--- config.mk ---
export PLATFORM = sky130hd
export DESIGN_NAME = tpu_result_drain_flat
export DESIGN_NICKNAME = d
export VERILOG_FILES = /design/src/rtl/tpu_result_drain_if.sv /design/src/rtl/tpu_result_drain.sv /design/src/flat_wrapper.sv
export SDC_FILE = /design/constraint.sdc
export NUM_CORES = 1
export LEC_CHECK = 0
export CORE_AREA = 4 4 102 104
export CTS_CLUSTER_SIZE = 12
export DETAILED_ROUTE_END_ITERATION = 6
export DIE_AREA = 0 0 106 108
export GPL_TIMING_DRIVEN = 0
export HOLD_SLACK_MARGIN = 0.15
export MAX_ROUTING_LAYER = met4
export PLACE_DENSITY = 0.66
export SLEW_MARGIN = 20
export SYNTH_ARGS = -nofsm -noshare
export SYNTH_HDL_FRONTEND = slang
export SYNTH_SLANG_ARGS = --single-unit
--- constraint.sdc ---
create_clock -name clk -period 4.7 [get_ports clk]
set_input_delay 0.94 -clock clk [delete_from_list [all_inputs] [get_ports clk]]
set_output_delay 0.94 -clock clk [all_outputs]
set_load 0.05 [all_outputs]
--- src/rtl/tpu_result_drain_if.sv ---
// tpu_result_drain_if: valid/ready result stream carrying one requantized column per transfer
//   data  : requantized word
//   idx   : column index of data
//   valid : data/idx/last are meaningful
//   ready : consumer accepts the word when valid && ready
//   last  : final column of the vector
//   master modport = producer (drain), slave modport = consumer
interface tpu_result_drain_if #(
    parameter int N         = 4,
    parameter int OUT_WIDTH = 16
) ();
    logic [OUT_WIDTH-1:0] data;
    logic [$clog2(N)-1:0] idx;
    logic                 valid;
    logic                 ready;
    logic                 last;
    modport master (output data, idx, valid, last, input ready);
    modport slave  (input data, idx, valid, last, output ready);
endinterface

--- src/rtl/tpu_result_drain.sv ---
// tpu_result_drain: captures the systolic array's accumulator vector, requantizes each column
// (logical right shift then unsigned saturate) and streams the columns out one per transfer.
//   clk, rst  : clock, synchronous active-high reset
//   acc_in    : N columns of ACC_WIDTH bits, column 0 in the low bits
//   acc_valid : one-cycle strobe marking a complete vector on acc_in
//   out       : result stream (master side of tpu_result_drain_if)
//   busy      : high while draining
//   overrun   : sticky, a vector arrived while it could not be captured
//   sat_count : only with TPU_DRAIN_SAT_CNT_EN, running count of saturated columns (wraps)
module tpu_result_drain #(
    parameter int N         = 4,
    parameter int ACC_WIDTH = 24,
    parameter int OUT_WIDTH = 16,
    parameter int SHIFT     = 0
) (
    input  logic                   clk,
    input  logic                   rst,
    input  logic [N*ACC_WIDTH-1:0] acc_in,
    input  logic                   acc_valid,
    tpu_result_drain_if.master     out,
    output logic                   busy,
    output logic                   overrun
`ifdef TPU_DRAIN_SAT_CNT_EN
    ,
    output logic [15:0]            sat_count
`endif
);
    localparam int IW = $clog2(N);
    localparam logic [ACC_WIDTH-1:0] MAX = {ACC_WIDTH{1'b1}} >> (ACC_WIDTH - OUT_WIDTH);

    typedef enum logic {IDLE, DRAIN} state_t;

    state_t               state, state_n;
    logic [IW-1:0]        idx, idx_n;
    logic [OUT_WIDTH-1:0] buffer [N];
    logic [OUT_WIDTH-1:0] quant  [N];
    logic [N-1:0]         sat;
    logic [ACC_WIDTH-1:0] r;
    logic                 fire, final_hs, capture, overrun_n;

    // Requantization happens on the input side so the output path is a plain buffer read.
    always_comb begin
        r   = '0;
        sat = '0;
        for (int k = 0; k < N; k++) begin
            r        = acc_in[k*ACC_WIDTH +: ACC_WIDTH] >> SHIFT;
            sat[k]   = r > MAX;
            quant[k] = sat[k] ? MAX[OUT_WIDTH-1:0] : r[OUT_WIDTH-1:0];
        end
    end

    // A vector arriving on the final handshake is captured, giving gap-free back-to-back drains.
    always_comb begin
        fire      = out.valid && out.ready;
        final_hs  = fire && idx == IW'(N - 1);
        capture   = acc_valid && (state == IDLE || final_hs);
        overrun_n = overrun || (acc_valid && state == DRAIN && !final_hs);
        state_n   = capture ? DRAIN : final_hs ? IDLE : state;
        idx_n     = (capture || final_hs) ? '0 : fire ? idx + 1'b1 : idx;
        out.valid = state == DRAIN;
        out.idx   = idx;
        out.last  = out.valid && idx == IW'(N - 1);
        out.data  = out.valid ? buffer[idx] : '0;
        busy      = state == DRAIN;
    end

    always_ff @(posedge clk) begin
        if (rst) begin
            state   <= IDLE;
            idx     <= '0;
            overrun <= 1'b0;
        end else begin
            state   <= state_n;
            idx     <= idx_n;
            overrun <= overrun_n;
        end
    end

    always_ff @(posedge clk) begin
        if (!rst && capture) buffer <= quant;
    end

`ifdef TPU_DRAIN_SAT_CNT_EN
    logic [15:0] sat_add;

    always_comb begin
        sat_add = '0;
        for (int k = 0; k < N; k++) sat_add = sat_add + 16'(sat[k]);
    end

    always_ff @(posedge clk) begin
        if (rst) sat_count <= '0;
        else if (capture) sat_count <= sat_count + sat_add;
    end
`endif
endmodule

--- src/flat_wrapper.sv ---
// flat-port wrapper written by rule: the top's interface ports become plain ports
module tpu_result_drain_flat 
#(
    parameter int N         = 4,
    parameter int ACC_WIDTH = 24,
    parameter int OUT_WIDTH = 16,
    parameter int SHIFT     = 0
)
  (clk, rst, acc_in, acc_valid, busy, overrun, out_data, out_idx, out_valid, out_last, out_ready);
  tpu_result_drain_if #(.N(N), .OUT_WIDTH(OUT_WIDTH)) out_i ();
  input  logic clk;
  input  logic rst;
  input  logic [N*ACC_WIDTH-1:0] acc_in;
  input  logic acc_valid;
  output logic busy;
  output logic overrun;
  output wire logic [$bits(out_i.data)-1:0] out_data;
  output wire logic [$bits(out_i.idx)-1:0] out_idx;
  output wire logic [$bits(out_i.valid)-1:0] out_valid;
  output wire logic [$bits(out_i.last)-1:0] out_last;
  input wire logic [$bits(out_i.ready)-1:0] out_ready;
  assign out_data = out_i.data;
  assign out_idx = out_i.idx;
  assign out_valid = out_i.valid;
  assign out_last = out_i.last;
  assign out_i.ready = out_ready;
  tpu_result_drain #(.N(N), .ACC_WIDTH(ACC_WIDTH), .OUT_WIDTH(OUT_WIDTH), .SHIFT(SHIFT)) u_core (.clk(clk), .rst(rst), .acc_in(acc_in), .acc_valid(acc_valid), .out(out_i), .busy(busy), .overrun(overrun));
endmodule
Yosys cells after proc, flatten, opt, wreduce, memory -nomap -nowiden --
Index checks and enable logic that the tools add are counted.
Operators by class: add/subtract/negate cells 1, mux-type cells 6, equal/unequal tests 1, reduce and logical (&&, ||, !) cells 14, bitwise operators 2, $lt $le $gt $ge 5
Operator list (count):
- 24-bit by 16-bit greater-than comparator with 1-bit output, second input constant | 4
- 16-bit two-way mux | 3
- 16-bit binary-select mux with 2-bit select | 1
- 1-bit logical AND | 7
- 3-bit >= comparator, second input constant | 1
- 1-bit logical OR | 3
- 2-bit NOT with 3-bit output | 1
- 2-bit by 1-bit adder with 2-bit output, second input constant | 1
- 2-bit equality test, second input constant | 1
- 1-bit zero test | 2
- 1-bit two-way mux | 2
- 2-bit nonzero test | 1
- 2-bit OR reduction | 1
- 1-bit NOT | 1
Word-level totals: output and inout bits 22, flip-flop bits (word level) 68, input bits 100

Logic depth before layout (Yosys ltp) --
depth after elaboration 6, mapped depth 4, gate-level depth less buffers 3

Least setup slack after synthesis --
Ideal clock, no wire load.
kind input -> register, from input rst, to register u_core.buffer[0] (netlist name), enable pin, path buffers 0, arrival 3.951 ns, setup time 0.494 ns, setup slack 0.255 ns, stages 2, cells stage by stage nand2b_1 > nor2b_1
On the way: cells in the longest elaborated chain, start to end 2
RTL lines:
- start, declared | line flat_wrapper.sv:12 | input logic rst;
- 1-bit zero test | line tpu_result_drain.sv:80 | if (!rst && capture) buffer <= quant;
- 1-bit logical AND | line tpu_result_drain.sv:80
- end signal, assigned | line tpu_result_drain.sv:80
- end, declared | line tpu_result_drain.sv:35 | logic [OUT_WIDTH-1:0] buffer [N];
Every way passes these cells. A chain may end at the register's enable or synchronous reset.

Worst setup path in the final report --
from register u_core.state (netlist: u_core.busy), to output out_data[4]
On the way: cells in the longest elaborated chain, start to end 1
RTL lines:
- start, declared | line tpu_result_drain.sv:33 | state_t state, state_n;
- start signal, assigned | line tpu_result_drain.sv:73 | state <= state_n;
- 16-bit two-way mux | line tpu_result_drain.sv:63 | out.data = out.valid ? buffer[idx] : '0;
- end, declared | line flat_wrapper.sv:17 | output wire logic [$bits(out_i.data)-1:0] out_data;
Every way passes these cells.

==> impl_metrics.env <==
export IMPL_status="complete, no violations"
export IMPL_die_y_um=108
export IMPL_grt_pass1_wl_mm=12.1
export IMPL_drt_iter0_markers=56
export IMPL_cts_tree="yes"
export IMPL_cts_root_buf="clkbuf_8"
export IMPL_htreeDepth=3
export IMPL_fp_dieW_um=106
export IMPL_cp_num_buf_inv=2
export IMPL_synth_area_leaders="edfxtp_1 59%, nand3b_1 15%, mux2i_1 9.8%, o22ai_1 3.2%, nor4_2 3.1%"
export IMPL_rsz0062_at_grt="no"
export IMPL_start_kind="flip-flop"
export IMPL_io_buffers=121
export IMPL_drive_gt1_share_pct=11.9
export IMPL_reg2reg_to="u_core.buffer[44]"
export IMPL_syn_nets=324
export IMPL_drcViolationCount=0
export IMPL_cts_sinks=68
export IMPL_path_clk_slew_ns=0.07
export IMPL_slew_headroom_pct=39.4
export IMPL_synth_top_area_cell="edfxtp_1"
export IMPL_crit_end="out_data[4]"
export IMPL_antenna_cells=0
export IMPL_critical_path_depth=4
export IMPL_min_path_type="flip-flop to flip-flop"
export IMPL_syn2layout_area_growth_pct=50.5
export IMPL_path_class="flip-flop to output port"
export IMPL_cpLargestDelayFamily="buffers and inverters"
export IMPL_dp_hpwl_mm=6.26
export IMPL_globalRouteTotalUtil_pct=14.4
export IMPL_wire_per_inst_um=16.4
export IMPL_slew_viol_final=0
export IMPL_required_ns=3.76
export IMPL_tns_ns=0
export IMPL_ys_seq_area_share_pct=61.1
export IMPL_critPathArrivalTime_ns=2.45
export IMPL_min_period_ns=3.39
export IMPL_routed_wl_mm=8.12
export IMPL_initial_core_util_pct=34.3
export IMPL_yosys_register_bits=68
export IMPL_cp_cell_sequence="nand2_1 > clkbuf_1 > o22ai_1 > clkdlybuf4s50_1"
export IMPL_skew_ns=0.00790
export IMPL_pwr_density_cell_mw_per_mm2=289
export IMPL_syn_area_mm2=0.00328
export IMPL_via_count=2330
export IMPL_drt_pass1_iterations=4
export IMPL_grt_overflow=0
export IMPL_cp_end_kind="output port"
export IMPL_slowest_stage="clkdlybuf4s50_1"
export IMPL_synth_cell_type_count=24
export IMPL_grt_pass1_vias=2371
export IMPL_reg2reg_from="u_core.out.idx[0]"
export IMPL_clk_latency_ns=0.34
export IMPL_vdd_drop_max_v=0.000166
export IMPL_netlist_instances=223
export IMPL_synth_warnings=0
export IMPL_grt_max_degree=24
export IMPL_power_leakage_nw=1.45
export IMPL_ant_nets=0
export IMPL_core_mm2=0.00955
export IMPL_nFillCells=867
export IMPL_synth_top_area_share_pct=58.7
export IMPL_whs_ns=0.473
export IMPL_final_seq_area_mm2=0.00200
export IMPL_nets=458
export IMPL_worst_slew_pin_slew_ns=0.901
export IMPL_r2r_slack_ns=2.75
export IMPL_syn_avg_cell_area_um2=14.7
export IMPL_via_per_inst=4.71
export IMPL_num_rows=36
export IMPL_stdcell_area_mm2=0.00493
export IMPL_multi_input_area_mm2=0.00114
export IMPL_place_area_mm2=0.00472
export IMPL_reg2reg_depth=4
export IMPL_antenna_found_initial=0
export IMPL_startpoint="u_core.busy"
export IMPL_cpPeakStageDelay_ns=0.87
export IMPL_setup_viol=0
export IMPL_hold_viol_final=0
export IMPL_maxCapViolations=0
export IMPL_die_area_mm2=0.0114
export IMPL_ios=122
export IMPL_crit_fanout=10
export IMPL_place_gp_congestion=0.769
export IMPL_hold_buffers=0
export IMPL_min_period_over_period_pct=72.0
export IMPL_cts_buffer_depth=2
export IMPL_clock_fmax_ghz=0.295
export IMPL_cts_buffers_inserted=9
export IMPL_postCtsSetupBuffers=0
export IMPL_cts_resized=0
per-layer routing:
metal	GRT usage [%]	wire, um	vias up	share of wire (%)
met3	3.16	423	10	5.2
met5	-	0	-	0
met4	5.64	146	0	1.8
met2	22.9	3940	81	49
met1	18.1	3610	1091	44
li1	-	-	1148	-
cell usage after synthesis (all sizes together):
cell and instances:
nand2 1, nand4b 1, and2 1, nor4 8, nand3b 65, buf 14, or3b 1, nand2b 4
inv 2, mux2i 32, clkbuf 2, ha 1, mux2 1, edfxtp 64, nor2b 1, a21oi 1
o32ai 1, a31oi 1, o22ai 17, a21bo 1, dfxtp 4
cell type report:
class | instances | area share [%]
sequential | 68 | 40.6
multi-input combinational | 137 | 23.1
tap | 133 | 3.37
clock buffer | 9 | 2.51
inverter | 2 | 0.152
clock inverter | 7 | 1.85
timing repair buffer | 123 | 25.7
buffer | 16 | 2.74
worst min path at each step:
stage | startpoint | end | slack, ns | depth (start not counted)
after global placement | u_core.overrun | u_core.overrun | 0.46 | 2
after global routing | u_core.overrun | u_core.overrun | 0.51 | 2
after detailed placement | u_core.overrun | u_core.overrun | 0.46 | 2
final | u_core.overrun | u_core.overrun | 0.47 | 2
after CTS | u_core.overrun | u_core.overrun | 0.47 | 2
after floorplan | u_core.overrun | u_core.overrun | 0.68 | 2
logic make-up (layout without fill, tap and decap cells):
group | after synthesis | after routing | share of synthesized area (%)
adder cells (fa/ha/maj) | 1 | 1 | 0.382
buffers and inverters | 18 | 157 | 4.35
AO/OA/AOI/OAI | 21 | 21 | 4.16
flip-flops | 68 | 68 | 61.1
multiplexers | 33 | 33 | 10.1
AND/OR/NAND/NOR | 82 | 82 | 19.9
cells in the final DEF, fill, tap and decap left out:
| cell type | netlist | final |
|---|---|---|
| nand3b_1 | 64 | 64 |
| clkbuf_1 | 2 | 2 |
| edfxtp_1 | 64 | 64 |
| or3b_2 | 1 | 1 |
| inv_1 | 2 | 2 |
| nand2_1 | 1 | 1 |
| mux2_2 | 1 | 1 |
| clkdlybuf4s50_1 | 0 | 121 |
| dfxtp_1 | 4 | 4 |
| a21bo_2 | 1 | 1 |
| clkinvlp_4 | 0 | 2 |
| bufinv_16 | 0 | 2 |
| nand3b_2 | 1 | 1 |
| and2_1 | 1 | 1 |
| nand2b_1 | 4 | 4 |
| o32ai_1 | 1 | 1 |
| buf_2 | 3 | 3 |
| clkinv_1 | 0 | 2 |
| a21oi_1 | 1 | 1 |
| nor4_2 | 8 | 8 |
| buf_4 | 3 | 3 |
| ha_1 | 1 | 1 |
| mux2i_1 | 32 | 32 |
| buf_16 | 0 | 2 |
| clkbuf_8 | 0 | 9 |
| buf_6 | 8 | 8 |
| clkinv_4 | 0 | 1 |
| nor2b_4 | 0 | 1 |
| a31oi_1 | 1 | 1 |
| o22ai_1 | 17 | 17 |
| nand4b_1 | 1 | 1 |
tightest hold or removal path, cell delays in order, from the launching register on:
cell and delay [ns]:
dfxtp_1 0.32, inv_1 0.05, o22ai_1 0.06
per-stage QoR:
step / setup WS (ns) / total power, W / utilization [%] / std cells
after floorplan: 0.255 / 0.000790 / - / 223
after global placement: -1.38 / 0.000913 / 48.7 / 477
after detailed placement: 1.66 / 0.000918 / 49.4 / 479
after CTS: 1.28 / 0.00143 / 51.6 / 495
after global routing: 1.16 / 0.00147 / 51.6 / 495
final: 1.31 / 0.00143 / 51.6 / 495
flip-flops by register name, summed over array words and instances (netlist names):
signal,flops
u_core.buffer,64
u_core.overrun,1
u_core.busy,1
u_core.out.idx,2
power breakdown:
part | total [W] | internal [W] | switching (W)
clock network | 0.000522 | 0.000296 | 0.000226
logic | 0.000221 | 0.000122 | 0.0000987
registers | 0.000682 | 0.000676 | 0.00000624
total | 0.00143 | 0.00109 | 0.000331
(Power assumes the default switching activity.)
